[config.mk]
export PLATFORM = sky130hd
export DESIGN_NAME = bool_trail_ctrl_flat
export DESIGN_NICKNAME = d
export VERILOG_FILES = /design/src/rtl/bool_trail_ctrl_if.sv /design/src/rtl/bool_trail_ctrl.sv /design/src/flat_wrapper.sv
export SDC_FILE = /design/constraint.sdc
export NUM_CORES = 1
export LEC_CHECK = 0
export ABC_CLOCK_PERIOD_IN_PS = 3000
export BUFFER_PORTS_ARGS = -buffer_cell sky130_fd_sc_hd__buf_2
export CORE_UTILIZATION = 50
export DETAILED_ROUTE_END_ITERATION = 6
export GPL_TIMING_DRIVEN = 0
export PLACE_DENSITY = 0.73
export SYNTH_ARGS = -nofsm -noshare
export SYNTH_HDL_FRONTEND = slang
export SYNTH_SLANG_ARGS = --single-unit
[constraint.sdc]
create_clock -name clock -period 3 [get_ports clock]
set_input_delay 0.6 -clock clock [delete_from_list [all_inputs] [get_ports clock]]
set_output_delay 0.6 -clock clock [all_outputs]
set_load 0.01 [all_outputs]
[src/rtl/bool_trail_ctrl_if.sv]
// bool_trail_ctrl_if: requester handshakes, status flags and bool-stack bus.
// master = requesters + stack side, slave = bool_trail_ctrl.
interface bool_trail_ctrl_if #(
  parameter int LVL_W = 7
);
  logic             dec_req;
  logic             conf_req;
  logic             dec_ack;
  logic             dec_err;
  logic [LVL_W-1:0] dec_level;
  logic             conf_ack;
  logic [LVL_W-1:0] bt_level;
  logic [LVL_W-1:0] bt_pops;
  logic             unsat;
  logic             err;
  logic             stk_push;
  logic             stk_din;
  logic             stk_pop;
  logic             stk_top;
  logic             stk_full;
  logic             stk_empty;

  modport master (
    output dec_req,
    output conf_req,
    output stk_top,
    output stk_full,
    output stk_empty,
    input  dec_ack,
    input  dec_err,
    input  dec_level,
    input  conf_ack,
    input  bt_level,
    input  bt_pops,
    input  unsat,
    input  err,
    input  stk_push,
    input  stk_din,
    input  stk_pop
  );

  modport slave (
    input  dec_req,
    input  conf_req,
    input  stk_top,
    input  stk_full,
    input  stk_empty,
    output dec_ack,
    output dec_err,
    output dec_level,
    output conf_ack,
    output bt_level,
    output bt_pops,
    output unsat,
    output err,
    output stk_push,
    output stk_din,
    output stk_pop
  );
endinterface

[src/rtl/bool_trail_ctrl.sv]
// bool_trail_ctrl: sequences the DPLL decision bool stack (push on decide,
// pop exhausted levels + flip on conflict). Ports: clock, reset, bus (slave).
module bool_trail_ctrl #(
  parameter int STACK_DEPTH = 64,
  parameter int LVL_W       = 7
) (
  input  logic             clock,
  input  logic             reset,
  bool_trail_ctrl_if.slave bus
);

  typedef enum logic [3:0] {
    S_IDLE,
    S_D_PUSH,
    S_D_WAIT,
    S_D_ACK,
    S_C_CHECK,
    S_C_POP,
    S_C_WAIT,
    S_F_POP,
    S_F_WAIT1,
    S_F_PUSH,
    S_F_WAIT2,
    S_C_ACK,
    S_UNSAT,
    S_ERR
  } state_t;

  localparam logic [LVL_W-1:0] LP_CAP = LVL_W'(STACK_DEPTH);
  localparam logic [LVL_W-1:0] LP_ONE = LVL_W'(1);

  state_t           r_state;
  state_t           w_state_n;
  logic [LVL_W-1:0] r_depth;
  logic [LVL_W-1:0] w_depth_n;
  logic [LVL_W-1:0] r_pops;
  logic [LVL_W-1:0] w_pops_n;

  logic             r_dec_ack;
  logic             r_dec_err;
  logic [LVL_W-1:0] r_dec_level;
  logic             r_conf_ack;
  logic [LVL_W-1:0] r_bt_level;
  logic [LVL_W-1:0] r_bt_pops;
  logic             r_unsat;
  logic             r_err;
  logic             r_stk_push;
  logic             r_stk_din;
  logic             r_stk_pop;

  logic             w_dec_ack;
  logic             w_dec_err;
  logic [LVL_W-1:0] w_dec_level;
  logic             w_conf_ack;
  logic [LVL_W-1:0] w_bt_level;
  logic [LVL_W-1:0] w_bt_pops;
  logic             w_unsat;
  logic             w_err;
  logic             w_stk_push;
  logic             w_stk_din;
  logic             w_stk_pop;

  logic             w_at_cap;

  assign w_at_cap = (r_depth == LP_CAP) || bus.stk_full;

  // Outputs are computed for the state being entered and registered
  // with it, so each pulse lines up with its state's cycle.
  always_comb begin
    w_state_n   = r_state;
    w_depth_n   = r_depth;
    w_pops_n    = r_pops;
    w_dec_ack   = 1'b0;
    w_dec_err   = 1'b0;
    w_dec_level = '0;
    w_conf_ack  = 1'b0;
    w_bt_level  = '0;
    w_bt_pops   = '0;
    w_unsat     = r_unsat;
    w_err       = r_err;
    w_stk_push  = 1'b0;
    w_stk_din   = 1'b0;
    w_stk_pop   = 1'b0;

    unique case (r_state)
      S_IDLE: begin
        if (bus.conf_req) begin
          w_pops_n  = '0;
          w_state_n = S_C_CHECK;
        end else if (bus.dec_req) begin
          if (w_at_cap) begin
            w_state_n   = S_D_ACK;
            w_dec_ack   = 1'b1;
            w_dec_err   = 1'b1;
            w_dec_level = r_depth;
          end else begin
            w_state_n  = S_D_PUSH;
            w_stk_push = 1'b1;
            w_depth_n  = r_depth + LP_ONE;
          end
        end
      end

      S_D_PUSH: begin
        w_state_n = S_D_WAIT;
      end

      S_D_WAIT: begin
        w_state_n   = S_D_ACK;
        w_dec_ack   = 1'b1;
        w_dec_level = r_depth;
      end

      S_D_ACK: begin
        w_state_n = S_IDLE;
      end

      // Depth is checked before the flags: an empty trail is UNSAT,
      // while a non-zero depth over an empty stack is a sync fault.
      S_C_CHECK: begin
        if (r_depth == '0) begin
          w_state_n  = S_UNSAT;
          w_unsat    = 1'b1;
          w_conf_ack = 1'b1;
          w_bt_pops  = r_pops;
        end else if (bus.stk_empty) begin
          w_state_n = S_ERR;
          w_err     = 1'b1;
        end else if (bus.stk_top) begin
          w_state_n = S_C_POP;
          w_stk_pop = 1'b1;
          w_depth_n = r_depth - LP_ONE;
          w_pops_n  = r_pops + LP_ONE;
        end else begin
          w_state_n = S_F_POP;
          w_stk_pop = 1'b1;
        end
      end

      S_C_POP: begin
        w_state_n = S_C_WAIT;
      end

      S_C_WAIT: begin
        w_state_n = S_C_CHECK;
      end

      S_F_POP: begin
        w_state_n = S_F_WAIT1;
      end

      // Flip: the popped 0 comes back as 1 (both polarities tried).
      S_F_WAIT1: begin
        w_state_n  = S_F_PUSH;
        w_stk_push = 1'b1;
        w_stk_din  = 1'b1;
      end

      S_F_PUSH: begin
        w_state_n = S_F_WAIT2;
      end

      S_F_WAIT2: begin
        w_state_n  = S_C_ACK;
        w_conf_ack = 1'b1;
        w_bt_level = r_depth;
        w_bt_pops  = r_pops;
      end

      S_C_ACK: begin
        w_state_n = S_IDLE;
      end

      S_UNSAT: begin
        w_state_n = S_UNSAT;
      end

      S_ERR: begin
        w_state_n = S_ERR;
      end

      default: begin
        w_state_n = S_IDLE;
      end
    endcase
  end

  always_ff @(posedge clock or posedge reset) begin
    if (reset) begin
      r_state     <= S_IDLE;
      r_depth     <= '0;
      r_pops      <= '0;
      r_dec_ack   <= 1'b0;
      r_dec_err   <= 1'b0;
      r_dec_level <= '0;
      r_conf_ack  <= 1'b0;
      r_bt_level  <= '0;
      r_bt_pops   <= '0;
      r_unsat     <= 1'b0;
      r_err       <= 1'b0;
      r_stk_push  <= 1'b0;
      r_stk_din   <= 1'b0;
      r_stk_pop   <= 1'b0;
    end else begin
      r_state     <= w_state_n;
      r_depth     <= w_depth_n;
      r_pops      <= w_pops_n;
      r_dec_ack   <= w_dec_ack;
      r_dec_err   <= w_dec_err;
      r_dec_level <= w_dec_level;
      r_conf_ack  <= w_conf_ack;
      r_bt_level  <= w_bt_level;
      r_bt_pops   <= w_bt_pops;
      r_unsat     <= w_unsat;
      r_err       <= w_err;
      r_stk_push  <= w_stk_push;
      r_stk_din   <= w_stk_din;
      r_stk_pop   <= w_stk_pop;
    end
  end

  assign bus.dec_ack   = r_dec_ack;
  assign bus.dec_err   = r_dec_err;
  assign bus.dec_level = r_dec_level;
  assign bus.conf_ack  = r_conf_ack;
  assign bus.bt_level  = r_bt_level;
  assign bus.bt_pops   = r_bt_pops;
  assign bus.unsat     = r_unsat;
  assign bus.err       = r_err;
  assign bus.stk_push  = r_stk_push;
  assign bus.stk_din   = r_stk_din;
  assign bus.stk_pop   = r_stk_pop;

endmodule

[src/flat_wrapper.sv]
// flat-port wrapper written by rule: the top's interface ports become plain ports
module bool_trail_ctrl_flat 
#(
  parameter int STACK_DEPTH = 64,
  parameter int LVL_W       = 7
)
  (clock, reset, bus_dec_req, bus_conf_req, bus_stk_top, bus_stk_full, bus_stk_empty, bus_dec_ack, bus_dec_err, bus_dec_level, bus_conf_ack, bus_bt_level, bus_bt_pops, bus_unsat, bus_err, bus_stk_push, bus_stk_din, bus_stk_pop);
  bool_trail_ctrl_if #(.LVL_W(LVL_W)) bus_i ();
  input  logic clock;
  input  logic reset;
  input wire logic [$bits(bus_i.dec_req)-1:0] bus_dec_req;
  input wire logic [$bits(bus_i.conf_req)-1:0] bus_conf_req;
  input wire logic [$bits(bus_i.stk_top)-1:0] bus_stk_top;
  input wire logic [$bits(bus_i.stk_full)-1:0] bus_stk_full;
  input wire logic [$bits(bus_i.stk_empty)-1:0] bus_stk_empty;
  output wire logic [$bits(bus_i.dec_ack)-1:0] bus_dec_ack;
  output wire logic [$bits(bus_i.dec_err)-1:0] bus_dec_err;
  output wire logic [$bits(bus_i.dec_level)-1:0] bus_dec_level;
  output wire logic [$bits(bus_i.conf_ack)-1:0] bus_conf_ack;
  output wire logic [$bits(bus_i.bt_level)-1:0] bus_bt_level;
  output wire logic [$bits(bus_i.bt_pops)-1:0] bus_bt_pops;
  output wire logic [$bits(bus_i.unsat)-1:0] bus_unsat;
  output wire logic [$bits(bus_i.err)-1:0] bus_err;
  output wire logic [$bits(bus_i.stk_push)-1:0] bus_stk_push;
  output wire logic [$bits(bus_i.stk_din)-1:0] bus_stk_din;
  output wire logic [$bits(bus_i.stk_pop)-1:0] bus_stk_pop;
  assign bus_i.dec_req = bus_dec_req;
  assign bus_i.conf_req = bus_conf_req;
  assign bus_i.stk_top = bus_stk_top;
  assign bus_i.stk_full = bus_stk_full;
  assign bus_i.stk_empty = bus_stk_empty;
  assign bus_dec_ack = bus_i.dec_ack;
  assign bus_dec_err = bus_i.dec_err;
  assign bus_dec_level = bus_i.dec_level;
  assign bus_conf_ack = bus_i.conf_ack;
  assign bus_bt_level = bus_i.bt_level;
  assign bus_bt_pops = bus_i.bt_pops;
  assign bus_unsat = bus_i.unsat;
  assign bus_err = bus_i.err;
  assign bus_stk_push = bus_i.stk_push;
  assign bus_stk_din = bus_i.stk_din;
  assign bus_stk_pop = bus_i.stk_pop;
  bool_trail_ctrl #(.STACK_DEPTH(STACK_DEPTH), .LVL_W(LVL_W)) u_core (.clock(clock), .reset(reset), .bus(bus_i));
endmodule
Word level (Yosys, flattened, before mapping). Cells that the tools add are included.

Register bits after elaboration: 47. Input port bits: 7. Output and inout port bits: 29. Logic and storage cells: 87.

Add/subtract/negate cells: 3. Equality and inequality tests: 20. Muxes and demuxes: 41. Bitwise logic cells: 1. Reductions and logical operators: 8.

Operators by type and width (number): 7-bit two-way mux (15); 7-bit case mux with 2 select lines (4); 4-bit case mux with 12 select lines (1); 4-bit equality test, second input constant (5); 4-bit by 3-bit equality test with 1-bit output, second input constant (4); 4-bit two-way mux (4); 7-bit by 1-bit adder with 7-bit output, second input constant (2); 2-bit inequality test, second input constant (7); 1-bit two-way mux (12); 7-bit equality test, second input constant (1); 7-bit zero test (1); 7-bit AND reduction (1); 7-bit by 1-bit subtractor with 7-bit output, second input constant (1); 1-bit case mux with 2 select lines (3); 5-bit AND reduction (1); 4-bit by 1-bit equality test with 1-bit output, second input constant (1); 4-bit by 2-bit equality test with 1-bit output, second input constant (1); 4-bit zero test (1); 2-bit two-way mux (2); 3-bit inequality test, second input constant (1); 3-bit AND reduction (1); 2-bit AND reduction (1); 2-bit nonzero test (1); 1-bit logical OR (1); 1-bit inverter (1).

Longest topological paths before layout. Gate-level depths: netlist of run 1.

Depth in word-level cells: 6. Mapped depth: 8. Gate-level depth less buffers: 7.

Least setup slack after synthesis of run 1. No wires, ideal clock.

Path kind: reg-to-reg. From: register u_core.r_state[0]. To: register u_core.r_depth[6]. Library setup time: 0.079 ns. Arrival: 2.366 ns. Required time: 2.921 ns. Slack: 0.554 ns. Stages on the path, launching flop included: 8. Path buffers: 1. Clock period less this slack: 2.446 ns. Cells stage by stage: dfrtp_1 > or4b_1 > clkbuf_1 > xnor2_1 > ha_1 > or4b_1 > a21oi_1 > xor2_1.

Word-level cells in the longest chain between the ends: 3. Elaborated cells on any way between the ends: 11. Classes of those cells: eq/ne: 7; mux: 1; reduce/logical: 3.

Ends and longest elaborated chain: start: declaration (RTL line bool_trail_ctrl.sv:32) `state_t r_state;`; start signal: assignment (RTL line bool_trail_ctrl.sv:205) `r_state <= w_state_n;`; 4-bit by 3-bit equality test with 1-bit output or 4-bit zero test (tied branches) (RTL line bool_trail_ctrl.sv:85) `unique case (r_state)`; 2-bit inequality test (no source line) or 2-bit nonzero test (tied branches); 7-bit AND reduction (no source line); end signal: assignment (RTL line bool_trail_ctrl.sv:206) `r_depth <= w_depth_n;`; end: declaration (RTL line bool_trail_ctrl.sv:34) `logic [LVL_W-1:0] r_depth;`.

Several ways; a longest one is shown, not always the timed one. A chain may end at the register's enable or synchronous reset.

Final worst setup path of run 1. Ends and elaborated chain as after synthesis.

==> results.py, run 1 <==
metrics = {
    "synthesis": {
        "ys_ff_latch": 47,
        "synthCells": 187,
        "synth_edf_count": 0,
        "yosys_warnings": 0,
        "synth_cell_types": 43,
        "syn_area_per_cell_um2": 10.9,
        "synth_nets": 196,
        "netlist_area_um2": 2050,
        "synthFlopType": "dfrtp_1",
        "synth_area_leaders": "dfrtp_1, and2_1, xor2_1, nor2_1, a21oi_1",
        "synth_top_cell_by_area": "dfrtp_1",
        "ys_seq_area_share_pct": 57.5,
        "synth_top_cell_area_share_pct": 57.5,
        "ys_async_sr_fraction_pct": 100,
    },
    "power_and_ir_drop": {
        "leakage_nw": 1.22,
        "p_per_area_nw_per_um2": 899,
        "ir_worst_vdd_mv": 0.568,
        "finalPower_mw": 2.19,
    },
    "clocking": {
        "cts_setup_buffers": 0,
        "cts.sinks": 47,
        "numCtsBuffers": 5,
        "cts.clk_slew.worst_paths_ns": 0.08,
        "cts_tree": "done",
        "cts-root-buf": "clkbuf_8",
        "ctsHtreeMaxLevel": 2,
        "cts-resized-gates": 0,
        "cts.path.max_buffers": 2,
        "ctsHoldBuffers": 0,
        "insertion_delay_ns": 0.29,
    },
    "worst_setup_path": {
        "max_stage_delay_ns": 0.57,
        "cp_max_fo": 10,
        "crit_chain": "or4b_1, clkbuf_1, xnor2_1, ha_1, or4b_1, a21oi_1, xor2_1",
        "cp-end-kind": "flop",
        "cp_num_buf_inv": 1,
        "worstPathArrival_ns": 2.92,
        "crit_top_cell": "or4b_1",
        "critPathRequiredTime_ns": 3.22,
        "critPathKind": "flop to flop",
        "cp_slowest_cell": "or4b_1",
        "setup.worst_path.start_class": "flop",
        "cp_top_family": "simple AND/OR/NAND/NOR gates",
        "worstSetupPathDepth": 7,
        "reg2reg_depth": 7,
    },
    "layout": {
        "antenna_cells": 0,
        "fin_cells": 279,
        "drive_gt1_share_pct": 21.2,
        "final_common_cell": "dfrtp_1",
        "syn_to_final_growth_pct": 19.0,
        "mostFrequentLayoutCells": "dfrtp_1, buf_2, and2_1",
        "final_area_um2": 2430,
        "utilization_pct": 64.1,
        "nets": 239,
    },
    "run": {
        "maxCapViolCount": 0,
    },
    "global_routing": {
        "grt_pass1_vias": 1331,
        "antenna_found_initial": 0,
        "grt_overflow": 0,
        "track_usage_pct": 19.7,
        "grt_max_degree": 35,
        "grt_pass1_wl_um": 6330,
    },
    "timing": {
        "post-route-period-util_pct": 90.0,
        "relSlewSlack_pct": 51.0,
        "setup_slack_ns": 0.300,
        "fin_worst_hold_slack_ns": 0.247,
        "setup_viol": 0,
        "worst_slew_pin_slew_ns": 0.733,
        "maxSlewViolCount": 0,
        "hold_violations": 0,
        "fin_skew_ns": 0.00544,
        "max_freq_ghz": 0.370,
        "rsz0062_at_grt": "false",
        "setup_tns_ns": 0,
        "period_needed_ns": 2.70,
    },
    "placed_design": {
        "place_congestion": 0.900,
        "place_inst": 271,
        "io_buffers": 35,
        "placed_cell_area_um2": 2300,
        "place_worst_setup_slack_ns": 0.348,
        "place_hpwl_um": 2770,
    },
    "route": {
        "postRouteAntennaNets": 0,
        "drc": 0,
        "via_per_inst": 5.40,
        "drt_iter0_markers": 121,
        "num_vias": 1507,
        "wl_per_cell_um": 13.6,
        "wirelength_um": 3790,
        "drtPass1Iterations": 4,
    },
    "die": {
        "rows": 22,
        "io_pins": 36,
        "initial_utilization_pct": 53.9,
        "die_h_um": 66.0,
        "design.die.area_um2": 4350,
        "core-area_um2": 3800,
        "dieWidth_um": 66.0,
    },
    "hold_path": {
        "holdCritPathClass": "input pin to asynchronous set/reset pin",
    },
    "outcome": {
        "status": "completed",
    },
}
==> per-layer routing <==
metal / part of all wire, % / global-route usage (%)
met5: 0 / 0
met4: 1.8 / 7.98
met3: 4.5 / 4.66
met2: 46 / 30.2
met1: 47 / 26.8
==> layout make-up <==
class,count,area (µm²)
Buffer,7,26.3
Clock buffer,6,72.6
Clock inverter,2,60.1
Fill cell,313,1370
Inverter,6,22.5
Multi-Input combinational cell,127,821
Sequential cell,47,1180
Tap cell,48,60.1
Timing Repair Buffer,36,195
==> registers in the layout, summed over array words and instances, names as in the netlist, 4 cells and up <==
register and flops:
u_core.bus.bt_level 7, u_core.bus.bt_pops 7, u_core.bus.dec_level 7, u_core.r_depth 7, u_core.r_pops 7, u_core.r_state 4
==> power by group <==
part           internal, mW  switching [mW]
clock network         0.333           0.196
registers             0.780           0.135
logic                 0.297           0.447
total                  1.41           0.778
==> cells in the mapped netlist (3+ instances only) <==
cell,number
dfrtp_1,47
and2_1,23
nor2_1,13
a21oi_1,9
xor2_1,9
nand3_1,8
nand2_1,7
o21ai_1,7
clkbuf_1,6
inv_1,6
nand2b_1,5
nand4_1,5
and3_1,3
nor3_1,3
xnor2_1,3
==> cells by family (layout without fill, tap and decap cells) <==
family	after synthesis	in the layout	share of synthesized area (%)
and+or+nand+nor	80	80	22.4
DFF	47	47	57.5
AOI/OAI and AO/OA	31	31	10.3
buffers and inverters	13	57	2.38
xor gates and xnor gates	12	12	5.14
adders and majority gates	2	2	1.22
muxes	2	2	1.04
==> final timing paths <==
kind | start | to | slack (ns)
min | reset | u_core.bus.bt_level[2] | 0.25
min reg2reg | u_core.bus.err | u_core.bus.err | 0.46
max | u_core.r_state[0] | u_core.r_depth[6] | 0.30
min in group clock | u_core.bus.err | u_core.bus.err | 0.46
max in group asynchronous | reset | u_core.bus.bt_pops[4] | 2.29
max reg2reg | u_core.r_state[0] | u_core.r_depth[6] | 0.30
Power figures use the tool's default switching activity.
==> run 2: changes to the inputs <==
Settings changed: CTS_BUF_LIST from default to sky130_fd_sc_hd__clkbuf_8 sky130_fd_sc_hd__clkbuf_16.
==> run 2 against run 1 <==
Net effect: sequential power is essentially flat; die area did not move; fmax about the same; largest cell class unchanged.
==> results.py, run 2 (synthesis gave the netlist of run 1 again) <==
metrics = {
    "outcome": {
        "status": "completed",
    },
    "die": {
        "rows": 22,
        "core-area_um2": 3800,
        "dieWidth_um": 66.0,
        "io_pins": 36,
        "die_h_um": 66.0,
        "initial_utilization_pct": 53.9,
        "design.die.area_um2": 4350,
    },
    "route": {
        "num_vias": 1503,
        "wl_per_cell_um": 13.6,
        "wirelength_um": 3800,
        "drc": 0,
        "via_per_inst": 5.39,
        "drtPass1Iterations": 4,
        "postRouteAntennaNets": 0,
        "drt_iter0_markers": 119,
    },
    "clocking": {
        "cts-resized-gates": 0,
        "cts.path.max_buffers": 2,
        "insertion_delay_ns": 0.29,
        "cts.clk_slew.worst_paths_ns": 0.08,
        "cts-root-buf": "clkbuf_8",
        "cts_tree": "done",
        "ctsHtreeMaxLevel": 2,
        "cts_setup_buffers": 0,
        "ctsHoldBuffers": 0,
        "cts.sinks": 47,
        "numCtsBuffers": 5,
    },
    "worst_setup_path": {
        "cp-end-kind": "flop",
        "critPathKind": "flop to flop",
        "worstPathArrival_ns": 2.92,
        "crit_start": "u_core.r_state[0]",
        "r2r_start": "u_core.r_state[0]",
        "cp_max_fo": 10,
        "setup.worst_path.start_class": "flop",
        "critPathRequiredTime_ns": 3.22,
    },
    "power_and_ir_drop": {
        "power.switching_mw": 0.780,
        "p_comb_share_pct": 34.1,
        "p_clk_share_pct": 24.1,
        "p_per_area_nw_per_um2": 898,
        "sw_frac_of_total_pct": 35.7,
        "leakage_nw": 1.22,
        "p_int_mw": 1.41,
        "ir_worst_vdd_mv": 0.568,
        "pwr-share-seq_pct": 41.9,
    },
    "placed_design": {
        "place_hpwl_um": 2770,
        "place_inst": 271,
        "placed_cell_area_um2": 2300,
        "place_congestion": 0.900,
        "place_worst_setup_slack_ns": 0.348,
        "io_buffers": 35,
    },
    "layout": {
        "syn_to_final_growth_pct": 19.0,
        "fin_cells": 279,
        "fillers": 313,
        "mostFrequentLayoutCells": "dfrtp_1, buf_2, and2_1",
        "multi_input_area_um2": 821,
        "nets": 239,
        "final_common_cell": "dfrtp_1",
        "regArea_um2": 1180,
        "final_area_um2": 2430,
        "drive_gt1_share_pct": 21.2,
        "antenna_cells": 0,
    },
    "timing": {
        "setup_tns_ns": 0,
        "setup_viol": 0,
        "rsz0062_at_grt": "false",
        "worst_slew_pin_slew_ns": 0.733,
        "setup_slack_ns": 0.299,
        "post-route-period-util_pct": 90.0,
        "max_freq_ghz": 0.370,
        "period_needed_ns": 2.70,
        "hold_violations": 0,
        "maxSlewViolCount": 0,
        "fin_skew_ns": 0.00548,
        "relSlewSlack_pct": 51.1,
    },
    "global_routing": {
        "antenna_found_initial": 0,
        "grt_max_degree": 35,
        "grt_pass1_vias": 1331,
        "track_usage_pct": 19.7,
        "grt_overflow": 0,
        "grt_pass1_wl_um": 6330,
    },
    "hold_path": {
        "holdCritPathClass": "input pin to asynchronous set/reset pin",
    },
    "run": {
        "maxCapViolCount": 0,
    },
}
## run 2: cell count changes in the layout (fill, tap and decap cells not counted), sizes merged
cell	previous run	this run
clkbuf	12	11
inv	6	7
## run 2: per-stage QoR
stage	utilization, %	hold slack, ns	power (mW)
global placement	60.0	0.439	1.65
floorplan	-	0.470	1.45
finish	64.1	0.247	2.19
detailed placement	60.6	0.445	1.67
global route	64.1	0.261	2.34
CTS	64.1	0.252	2.20
## run 2: cell type report
type	instances	area share [%]
Inverter	6	0.925
Buffer	7	1.08
Clock inverter	3	2.62
Clock buffer	5	2.83
Tap cell	48	2.47
Timing Repair Buffer	36	8.02
Sequential cell	47	48.3
Multi-Input combinational cell	127	33.7
## run 2: worst paths after layout
| kind | end | cells past startpoint | slack (ns) |
|---|---|---|---|
| min in group clock | u_core.bus.err | 1 | 0.46 |
| worst min-delay path | u_core.bus.bt_level[2] | 2 | 0.25 |
| worst max-delay path | u_core.r_depth[6] | 7 | 0.30 |
| worst min register to register | u_core.bus.err | 1 | 0.46 |
| max in group asynchronous | u_core.r_pops[0] | 3 | 2.29 |
| worst max register to register | u_core.r_depth[6] | 7 | 0.30 |
## run 2: power groups by stage
stage / Sequential (mW) / Clock [mW] / Combinational, mW
after floorplan: 0.925 / 0 / 0.523
after global placement: 0.914 / 0 / 0.734
after detailed placement: 0.926 / 0 / 0.745
after CTS: 0.913 / 0.534 / 0.749
after global routing: 0.937 / 0.560 / 0.839
final: 0.915 / 0.527 / 0.744
## run 2: routing by layer
layer  vias up  wire length (µm)  global-route usage [%]
met3         9               171                    4.66
met1       715              1820                    26.8
met5         -                 0                       0
li1        740                 -                       -
met4         0                69                    7.98
met2        39              1740                    30.2
## run 2: worst max-delay path: stages, from the launching register on
cell and delay [ns]:
dfrtp_1 0.44, or4b_1 0.57, clkbuf_1 0.29, xnor2_1 0.20
ha_1 0.27, or4b_1 0.51, a21oi_1 0.19, xor2_1 0.15
==> run 3: changes to the inputs <==
Settings changed: CORE_MARGIN from default to 2.
==> run 3 against run 2 <==
Net effect: clock-buffer cell count increased by 1; setup slack improved by 0.070 ns; power down 6.5%; via count shrank 1.1%; register-to-register slack better by 0.07 ns; fmax rose by 2.6%; cell area shrank 1.3%; global-route usage decreased by 2.2 points; die area is 6.2% higher; largest cell class unchanged.
==> results.py, run 3 (synthesis gave the netlist of run 1 again) <==
metrics = {
    "placed_design": {
        "place_hpwl_um": 2610,
        "place_inst": 273,
        "io_buffers": 35,
        "place_congestion": 0.882,
        "placed_cell_area_um2": 2300,
        "place_worst_setup_slack_ns": 0.367,
    },
    "timing": {
        "post-route-period-util_pct": 87.7,
        "rsz0062_at_grt": "false",
        "period_needed_ns": 2.63,
        "hold_violations": 0,
        "relSlewSlack_pct": 47.5,
        "worst_slew_pin_slew_ns": 0.787,
        "setup_tns_ns": 0,
        "fin_skew_ns": 0.00438,
        "setup_viol": 0,
        "maxSlewViolCount": 0,
        "setup_slack_ns": 0.369,
        "max_freq_ghz": 0.380,
    },
    "layout": {
        "utilization_pct": 60.5,
        "mostFrequentLayoutCells": "dfrtp_1, buf_2, and2_1",
        "final_area_um2": 2400,
        "fin_cells": 281,
        "syn_to_final_growth_pct": 17.4,
        "fillers": 350,
        "drive_gt1_share_pct": 21.6,
        "nets": 239,
        "antenna_cells": 0,
        "final_common_cell": "dfrtp_1",
    },
    "die": {
        "rows": 23,
        "initial_utilization_pct": 51.5,
        "core-area_um2": 3970,
        "dieWidth_um": 68.0,
        "design.die.area_um2": 4620,
        "io_pins": 36,
        "die_h_um": 68.0,
    },
    "worst_setup_path": {
        "r2r_start": "u_core.r_state[0]",
        "crit_start": "u_core.r_state[0]",
        "crit_top_cell": "or4b_1",
        "cp_max_fo": 10,
        "r2r-end": "u_core.r_depth[6]",
        "reg2reg_depth": 7,
        "worstPathArrival_ns": 2.86,
        "worstSetupEndpoint": "u_core.r_depth[6]",
        "r2r_setup_slack_ns": 0.37,
        "cp-end-kind": "flop",
        "crit_chain": "or4b_1, clkbuf_1, xnor2_1, ha_1, or4b_1, a21oi_1, xor2_1",
        "critPathRequiredTime_ns": 3.23,
        "critPathKind": "flop to flop",
        "max_stage_delay_ns": 0.55,
        "cp_slowest_cell": "or4b_1",
        "setup.worst_path.start_class": "flop",
    },
    "route": {
        "num_vias": 1486,
        "postRouteAntennaNets": 0,
        "drt_iter0_markers": 136,
        "via_per_inst": 5.29,
        "drtPass1Iterations": 4,
        "wl_per_cell_um": 12.9,
        "wirelength_um": 3640,
        "drc": 0,
    },
    "power_and_ir_drop": {
        "ir_worst_vdd_mv": 0.458,
        "leakage_nw": 1.20,
        "p_per_area_nw_per_um2": 851,
    },
    "clocking": {
        "cts-root-buf": "clkbuf_8",
        "cts.sinks": 47,
        "cts.path.max_buffers": 2,
        "ctsHoldBuffers": 0,
        "insertion_delay_ns": 0.29,
        "cts.clk_slew.worst_paths_ns": 0.09,
        "cts_setup_buffers": 0,
        "ctsHtreeMaxLevel": 2,
        "numCtsBuffers": 5,
        "cts-resized-gates": 0,
        "cts_tree": "done",
    },
    "global_routing": {
        "grt_max_degree": 44,
        "grt_overflow": 0,
        "track_usage_pct": 17.5,
        "grt_pass1_wl_um": 5930,
        "grt_pass1_vias": 1306,
        "antenna_found_initial": 0,
    },
    "run": {
        "maxCapViolCount": 0,
    },
    "hold_path": {
        "holdCritPathClass": "input pin to asynchronous set/reset pin",
    },
    "outcome": {
        "status": "completed",
    },
}
[run 3: worst max-delay path, delay by kind of cell (launching register included)]
family                   cells  cell delay, ns
AO/OA/AOI/OAI                1            0.18
XOR/XNOR                     2            0.35
adder cells (fa/ha/maj)      1            0.27
buffers and inverters        1            0.28
flip-flops                   1            0.44
AND/OR/NAND/NOR              2            1.05
[run 3: layout make-up]
cell class                 instances  area, µm²  share of cell area (%)
tap                               50       62.6                    2.60
inverter                           6       22.5                   0.938
multi-input combinational        127        821                    34.2
clock buffer                       6       82.6                    3.44
timing repair buffer              36        195                    8.13
sequential                        47       1180                    49.0
buffer                             7       26.3                    1.09
clock inverter                     2       16.3                   0.677
[run 3: worst min path at each step]
stage	start	endpoint	slack (ns)	cells after the start
after floorplan	u_core.r_pops[2]	u_core.r_pops[2]	0.47	1
after global placement	u_core.bus.err	u_core.bus.err	0.44	1
after detailed placement	u_core.bus.err	u_core.bus.err	0.45	1
after CTS	reset	u_core.bus.bt_level[3]	0.16	2
after global routing	reset	u_core.bus.bt_level[3]	0.17	2
final	reset	u_core.bus.bt_level[4]	0.17	2
[run 3: where the power goes]
| group | switching [mW] | internal (mW) | leakage [nW] |
|---|---|---|---|
| Combinational | 0.442 | 0.296 | 0.522 |
| Sequential | 0.127 | 0.779 | 0.628 |
| Clock | 0.211 | 0.188 | 0.0474 |
| Total | 0.779 | 1.26 | 1.20 |
[run 3: layer usage]
metal	vias up	global-route usage, %	share of wire [%]
met5	-	0	0
met4	0	10.0	2.7
met3	9	4.11	6.2
met2	52	26.0	43
met1	689	23.4	48
li1	736	-	-
[run 3: per-stage QoR]
step | hold WS (ns) | power, mW
final | 0.170 | 2.04
after global routing | 0.171 | 2.20
after CTS | 0.163 | 2.06
after detailed placement | 0.447 | 1.66
after global placement | 0.444 | 1.64
after floorplan | 0.470 | 1.45
